## config.mk

```make
export PLATFORM = sky130hd
export DESIGN_NAME = softmax_row_stream
export DESIGN_NICKNAME = d
export VERILOG_FILES = /design/src/rtl/softmax_row_stream.sv
export SDC_FILE = /design/constraint.sdc
export NUM_CORES = 2
export LEC_CHECK = 0
export CORE_ASPECT_RATIO = 0.8
export CORE_UTILIZATION = 65
export DETAILED_ROUTE_END_ITERATION = 7
export PLACE_DENSITY_LB_ADDON = 0.15
export SYNTH_ARGS = -nofsm -noshare
export SYNTH_HDL_FRONTEND = slang
export SYNTH_SLANG_ARGS = --single-unit
export TNS_END_PERCENT = 5
```

## constraint.sdc

```tcl
create_clock -name clk -period 13.6 [get_ports clk]
set_input_delay 2.72 -clock clk [delete_from_list [all_inputs] [get_ports clk]]
set_output_delay 2.72 -clock clk [all_outputs]
set_load 0.1 [all_outputs]
```

## src/rtl/softmax_row_stream.sv

```systemverilog
// Streaming row-wise simplified softmax: buffers one score row, tracks its signed minimum,
// then replays each beat as saturated, quantised (x - min)^2 per lane.
module softmax_row_stream #(
    parameter int IN_W      = 16,
    parameter int IN_FRAC   = 8,
    parameter int OUT_W     = 16,
    parameter int OUT_FRAC  = 8,
    parameter int LANES     = 4,
    parameter int MAX_BEATS = 4
) (
    input  logic                   clk,
    input  logic                   rst_n,
    input  logic                   in_valid,
    output logic                   in_ready,
    input  logic [IN_W*LANES-1:0]  in_data,
    input  logic                   in_last,
    output logic                   out_valid,
    input  logic                   out_ready,
    output logic [OUT_W*LANES-1:0] out_data,
    output logic                   out_last,
    output logic                   row_trunc,
    output logic                   busy
);

    localparam int CNT_W = (MAX_BEATS > 1) ? $clog2(MAX_BEATS) : 1;
    localparam int D_W   = IN_W + 1;
    localparam int SQ_W  = 2 * IN_W + 2;
    localparam int SHIFT = 2 * IN_FRAC - OUT_FRAC;

    typedef enum logic {LOAD, EMIT} state_t;

    state_t                  state_reg, state_next;
    logic [CNT_W-1:0]        wr_cnt_reg, wr_cnt_next;
    logic [CNT_W-1:0]        rd_cnt_reg, rd_cnt_next;
    logic [CNT_W-1:0]        last_reg, last_next;
    logic signed [IN_W-1:0]  min_reg, min_next;
    logic signed [IN_W-1:0]  beat_min;
    logic                    trunc_reg, trunc_next;
    logic                    wr_at_end;
    logic                    rd_at_last;
    logic                    in_fire;

    logic [IN_W*LANES-1:0]   row_mem [MAX_BEATS];
    logic [IN_W*LANES-1:0]   rd_word;

    assign in_fire    = in_valid & in_ready;
    assign wr_at_end  = (wr_cnt_reg == CNT_W'(MAX_BEATS - 1));
    assign rd_at_last = (rd_cnt_reg == last_reg);
    assign row_trunc  = trunc_reg;

    always_comb begin
        beat_min = in_data[IN_W-1:0];
        for (int k = 1; k < LANES; k++) begin
            if ($signed(in_data[IN_W*k +: IN_W]) < beat_min)
                beat_min = in_data[IN_W*k +: IN_W];
        end
    end

    // Row buffer keeps its contents across reset; only the counters are cleared.
    always_ff @(posedge clk) begin
        if (in_fire)
            row_mem[wr_cnt_reg] <= in_data;
    end

    assign rd_word = row_mem[rd_cnt_reg];

    genvar gi;
    generate
        for (gi = 0; gi < LANES; gi++) begin : g_lane
            logic [D_W-1:0]  d;
            logic [SQ_W-1:0] sq;
            logic [SQ_W-1:0] q;
            // The difference is never negative, so it is squared as an unsigned value.
            assign d  = {rd_word[IN_W*gi+IN_W-1], rd_word[IN_W*gi +: IN_W]}
                      - {min_reg[IN_W-1], min_reg};
            assign sq = SQ_W'(d) * SQ_W'(d);
            assign q  = sq >> SHIFT;
            assign out_data[OUT_W*gi +: OUT_W] = (|q[SQ_W-1:OUT_W]) ? {OUT_W{1'b1}} : q[OUT_W-1:0];
        end
    endgenerate

    always_ff @(posedge clk or negedge rst_n) begin
        if (!rst_n) begin
            state_reg  <= LOAD;
            wr_cnt_reg <= '0;
            rd_cnt_reg <= '0;
            last_reg   <= '0;
            min_reg    <= '0;
            trunc_reg  <= 1'b0;
        end else begin
            state_reg  <= state_next;
            wr_cnt_reg <= wr_cnt_next;
            rd_cnt_reg <= rd_cnt_next;
            last_reg   <= last_next;
            min_reg    <= min_next;
            trunc_reg  <= trunc_next;
        end
    end

    always_comb begin
        state_next  = state_reg;
        wr_cnt_next = wr_cnt_reg;
        rd_cnt_next = rd_cnt_reg;
        last_next   = last_reg;
        min_next    = min_reg;
        trunc_next  = 1'b0;
        in_ready    = 1'b0;
        out_valid   = 1'b0;
        out_last    = 1'b0;
        busy        = 1'b0;
        case (state_reg)
            LOAD: begin
                in_ready = 1'b1;
                if (in_valid) begin
                    wr_cnt_next = wr_cnt_reg + 1'b1;
                    if (wr_cnt_reg == '0 || beat_min < min_reg)
                        min_next = beat_min;
                    if (in_last || wr_at_end) begin
                        last_next   = wr_cnt_reg;
                        wr_cnt_next = '0;
                        trunc_next  = ~in_last;
                        state_next  = EMIT;
                    end
                end
            end
            EMIT: begin
                out_valid = 1'b1;
                busy      = 1'b1;
                out_last  = rd_at_last;
                if (out_ready) begin
                    if (rd_at_last) begin
                        rd_cnt_next = '0;
                        state_next  = LOAD;
                    end else begin
                        rd_cnt_next = rd_cnt_reg + 1'b1;
                    end
                end
            end
            default: state_next = LOAD;
        endcase
    end

endmodule
```

Yosys cells after proc, flatten, opt, wreduce, memory -nomap -nowiden
Memory sizes are Yosys's and may differ from the RTL's.
Cells that the tools add are included.
{"block": "op_classes", "addsub": 6, "multipliers": 4, "div": 0, "magnitude_cmp": 4, "eq_ne": 2, "n_shift": 0, "n_mux": 22, "bitwise": 3, "reduce_logical": 11}
{"op": "multiplier 17 x 17 -> 34 bit", "count": 4}
{"op": "2-to-1 mux 16 bit", "count": 7}
{"op": "subtractor 16 x 16 -> 17 bit", "count": 4}
{"op": "less-than comparator 16 bit", "count": 4}
{"op": "OR reduction 10 bit", "count": 4}
{"op": "2-to-1 mux 1 bit", "count": 12}
{"op": "AND reduction 3 bit", "count": 2}
{"op": "adder 2 x 1 -> 2 bit, second input constant", "count": 2}
{"op": "2-to-1 mux 2 bit", "count": 2}
{"op": "AND reduction 2 bit", "count": 2}
{"op": "== test 2 bit", "count": 1}
{"op": "== test 2 bit, second input constant", "count": 1}
{"op": "logical NOT 2 bit", "count": 1}
{"op": "logical OR 1 bit", "count": 2}
{"op": "NOT 1 bit", "count": 2}
{"op": "case mux 1 bit (2 select lines)", "count": 1}
{"op": "AND 1 bit", "count": 1}
{"block": "totals", "regBits": 24, "latchBits": 0, "mem_bits_rw": 256, "mem_bits_ro": 0, "inputBits": 69, "output_inout_bits": 69, "n_memories": 1}
{"name": "row_mem", "words": 4, "width": 64, "rd": 1, "rd_clocked_by_memory_dff": 0, "write_ports": 1, "line_no": "43", "text": "logic [IN_W*LANES-1:0] row_mem [MAX_BEATS];"}

Depth between registers and ports, before layout
{"block": "logic_depth", "word_depth": 9, "mapped_depth": 41, "ltp_nobuf": 37}

Worst setup path after synthesis
Ideal clock, no wire load.
{"block": "synth_path", "kind": "register to output", "from": "register rd_cnt_reg[0]", "to": "output out_data[52]", "arrival_ns": 10.640, "t_required_ns": 10.880, "path_slack_ns": 0.240, "stages_incl_launch_ff": 36, "path_buffers": 4, "path_cell_list": "dfrtp_1 clkbuf_1 clkbuf_1 buf_1 mux4_2 ha_1 a21o_1 a21oi_1 a2bb2oi_1 o31ai_1 and3_1 or3_1 xnor2_1 clkbuf_1 nor2_1 fa_1 inv_1 fa_1 inv_1 fa_1 fa_1 fa_1 inv_1 fa_1 inv_1 ha_1 o21a_1 o21ai_0 or3_1 a211oi_2 nor4b_1 nor2_1 nor4bb_1 a2111o_1 nor4b_4 o21ai_0"}
{"block": "synth_via", "elab_chain_len": 5}
{"element": "start: declaration", "line_no": "34", "text": "logic [CNT_W-1:0] rd_cnt_reg, rd_cnt_next;"}
{"element": "start signal: assignment", "line_no": "93", "text": "rd_cnt_reg <= rd_cnt_next;"}
{"element": "memory (4 x 64 bit) *"}
{"element": "subtractor 16 x 16 -> 17 bit *", "line_no": "75", "text": "- {min_reg[IN_W-1], min_reg};"}
{"element": "multiplier 17 x 17 -> 34 bit *", "line_no": "76", "text": "assign sq = SQ_W'(d) * SQ_W'(d);"}
{"element": "OR reduction 10 bit", "line_no": "78", "text": "assign out_data[OUT_W*gi +: OUT_W] = (|q[SQ_W-1:OUT_W]) ? {OUT_W{1'b1}} : q[OUT_W-1:0];"}
{"element": "2-to-1 mux 16 bit *", "line_no": "78"}
{"element": "end: declaration", "line_no": "19", "text": "output logic [OUT_W*LANES-1:0] out_data,"}
Every way passes the cells marked *; elsewhere a longest branch is shown, timed or not.

Final worst setup path
{"block": "layout_path", "from": "register rd_cnt_reg[1]", "to": "output out_data[56]"}
The elaborated chain is that of the path after synthesis.

==> summary.md <==
| Metric | Value |
|---|---|
| Synth warn | `0` |
| Core area | `0.0695 mm^2` |
| Worst-path maximum fanout | `24` |
| Post-route ant nets | `0` |
| First-pass GRT wire length | `174000 um` |
| Layout net count | `just over 6000` |
| Status | `complete, no violations` |
| Routed len/inst | `19.0 um` |
| Post-Route WL | `between 100000 and 150000 um` |
| # rows | `86` |
| Worst rel slew slack | `27.6%` |
| Main synth FF type | `edfxtp_1` |
| Syn-to-layout area delta | `10.6%` |
| Synth Instances | `~4600` |
| Setup violations, final | `0` |
| Data arrival time of the critical path | `10.57 ns` |
| Crit-path leading delay family | `adder cells` |
| Max Clock Skew | `0.0239 ns` |
| Slew Limit Fails | `0` |
| Syn nets | `~6000` |
| Multi-input logic area | `0.0333 mm^2` |
| Worst-path clk slew | `0.07 ns` |
| Slowest CP cell | `dfrtp_4` |
| CTS tree | `done` |
| Post-synthesis sequential area ratio | `18.0%` |
| Initial DRC count | `between 2000 and 3000` |
| EDFF count, synth | `256` |
| Port Buffers | `137` |
| Max-cap violations | `0` |
| Startpoint class of the critical path | `flip-flop` |
| Worst-Margin Slew | `~1.1 ns` |
| Clock Tree Buf Depth | `3` |
| Peak Freq | `75.3 MHz` |
| Htree depth | `1` |
| Crit path top cell by count | `fa_1` |
| Count of final hold-check violations | `0` |
| FF+latch area | `around 0.0083 mm^2` |
| RSZ-0062 raised after global routing | `yes` |
| Die Width | `300 um` |
| Die area | `0.0720 mm^2` |
| Router iterations before antenna repair | `6` |
| Share of cells above drive strength 1 | `7.71%` |
| Max reg flops | `256` |
| Final RePlAce weighted congestion | `0.950` |
| HPWL Detailed | `a little under 90000 um` |
| Number of fill cells | `5048` |
| Ports | `138` |
| Critical path endpoint category | `output pin` |
| Clk sink count | `280` |
| Synth cell types | `100` |
| Synth Cell Area | `roughly 0.046 mm^2` |
| Worst path max stage delay | `0.57 ns` |
| Yosys top cell by area | `fa_1` |
| Asr flop ratio synth | `8.57%` |
| Total Routing Usage GR | `31.0%` |
| Setup WS pre-CTS | `0.0496 ns` |
| Initial antenna violation count | `15` |
| Drt drc | `0` |
| Largest cells by area after synthesis | `fa_1, edfxtp_1, ha_1` |
| CP Data Required Time | `10.88 ns` |
| Largest net degree at the start of global routing | `66` |
| Via count | `32700` |
| Worst Path Buf+Inv | `10` |
| Fin crit share | `97.7%` |
| Seq cells post-synth | `280` |
| Avg Inst Size Synth | `10.0 um^2` |
| Clock Latency Late Sink | `0.56 ns` |
| Vias per Instance | `5.69` |
| CTS root buffer | `clkbuf_16` |
| Initial core utilization | `66.4%` |
| Synth top area share | `roughly 33%` |
| Total grt overflow | `0` |
| Crit path kind | `reg2out` |
| Setup Total Neg Slack | `0 ns` |
| Vias in the first global route | `33600` |
| Tmin final | `13.29 ns` |
| Chip height | `~240 um` |
| Worst hold-check path type | `reg2reg` |
| Setup slack after layout | `0.313 ns` |
| CTS buffer count | `27` |
## layout make-up
| cell class | count | area share (%) |
|---|---|---|
| multi-input combinational | 3048 | 65.2 |
| sequential | 280 | 16.3 |
| inverter | 1181 | 8.75 |
| timing repair buffer | 242 | 5.75 |
| tap | 924 | 2.27 |
| clock buffer | 32 | 1.36 |
| clock inverter | 17 | 0.351 |
| antenna | 13 | 0.0638 |
## what timing repair did
action	in CTS	in global routing
setup endpoints to repair	55	64
hold buffers	0	0
cloned	0	3
pin swaps	1	13
gates resized for setup	12	57
setup buffers	1	29
## routing by layer
metal / global-route usage [%] / share of wire, % / vias up
met5: 0 / 0.078 / -
met4: 6.59 / 2.1 / 14
met3: 6.03 / 9.1 / 181
met2: 49.0 / 46 / 1263
met1: 44.8 / 43 / 16300
li1: - / - / 14900
## metrics by stage
stage	util (%)	cell area [um^2]	instances	hold WS, ns
global placement	71.2	49500	5642	0.467
finish	73.4	51000	5737	0.492
detailed placement	71.2	49500	5642	0.476
floorplan	-	46100	4593	0.458
CTS	72.6	50400	5692	0.491
global route	73.4	51000	5731	0.516
## worst register-to-register path: stages (launching register included)
cell      delay [ns]
dfrtp_1         0.39
inv_1           0.41
ha_1            0.36
a21o_1          0.19
a21o_1          0.17
a21oi_1         0.24
a211oi_1        0.12
o21ai_0         0.19
nand2_1         0.09
nand3b_1        0.10
o21a_1          0.75
mux2_2          0.42
## worst paths after layout
path                                           start                   endpoint  slack (ns)  cells after the start
max in group asynchronous                      rst_n  rd_cnt_reg[0]$_DFFE_PN0P_       10.77                      2
min reg2reg                   min_reg[7]$_DFFE_PN0P_     min_reg[7]$_DFFE_PN0P_        0.49                      1
max                        rd_cnt_reg[1]$_DFFE_PN0P_               out_data[56]        0.31                     37
max reg2reg                   min_reg[5]$_DFFE_PN0P_    min_reg[12]$_DFFE_PN0P_       10.05                     11
min in group asynchronous                      rst_n        row_trunc$_DFF_PN0_        2.53                      2
min                           min_reg[7]$_DFFE_PN0P_     min_reg[7]$_DFFE_PN0P_        0.49                      1
## cell usage after synthesis, types with 7 or more instances
| master | instances |
|---|---|
| a211oi_1 | 13 |
| a21o_1 | 68 |
| a21oi_1 | 110 |
| a31oi_1 | 11 |
| and2_1 | 11 |
| and3_1 | 10 |
| buf_6 | 7 |
| clkbuf_1 | 63 |
| clkinv_1 | 29 |
| dfrtp_1 | 24 |
| edfxtp_1 | 256 |
| fa_1 | 764 |
| ha_1 | 532 |
| inv_1 | 1151 |
| mux2_2 | 11 |
| mux2i_1 | 23 |
| mux4_2 | 64 |
| nand2_1 | 342 |
| nand2b_1 | 70 |
| nand3_1 | 58 |
| nand4_1 | 10 |
| nor2_1 | 393 |
| nor2b_1 | 25 |
| nor3_1 | 32 |
| nor3b_1 | 8 |
| o2111ai_1 | 9 |
| o211ai_1 | 11 |
| o21a_1 | 31 |
| o21ai_0 | 93 |
| o21ai_1 | 19 |
| o21bai_1 | 7 |
| o31ai_1 | 12 |
| or3_1 | 15 |
| xnor2_1 | 87 |
| xor2_1 | 72 |
## cell families after synthesis
kind of cell               after synthesis  synth area share (%)
adders and majority gates             1296                  47.6
buffers and inverters                 1265                  10.5
and+or+nand+nor                       1008                  9.65
AOI/OAI and AO/OA                      477                  7.12
DFF                                    280                  18.0
xor gates and xnor gates               159                  3.02
muxes                                  108                  4.19
## layout by cell type, fill, tap and decap left out, types with 8 or more instances in the layout
cell,n
nand4_1,10
o21ai_1,23
nand3_1,58
nand2_1,341
inv_1,1147
and3_1,10
o2111ai_1,8
diode_2,13
nor2b_1,25
nor2_1,390
clkdlybuf4s50_1,73
clkinv_1,26
xor2_1,70
mux2_2,11
clkbuf_16,29
buf_12,71
a31oi_1,11
a21o_1,68
ha_1,532
o21a_1,30
o21ai_0,87
fa_1,762
edfxtp_1,256
mux4_2,64
dfrtp_1,22
or3_1,15
mux2i_1,23
nor3_1,31
o211ai_1,11
nand2b_1,70
xnor2_1,83
a21oi_1,109
a211oi_1,12
buf_4,92
o31ai_1,9
Power is not shown: default switching activity piles up to over one toggle a cycle in this logic, so the estimate is an artifact.
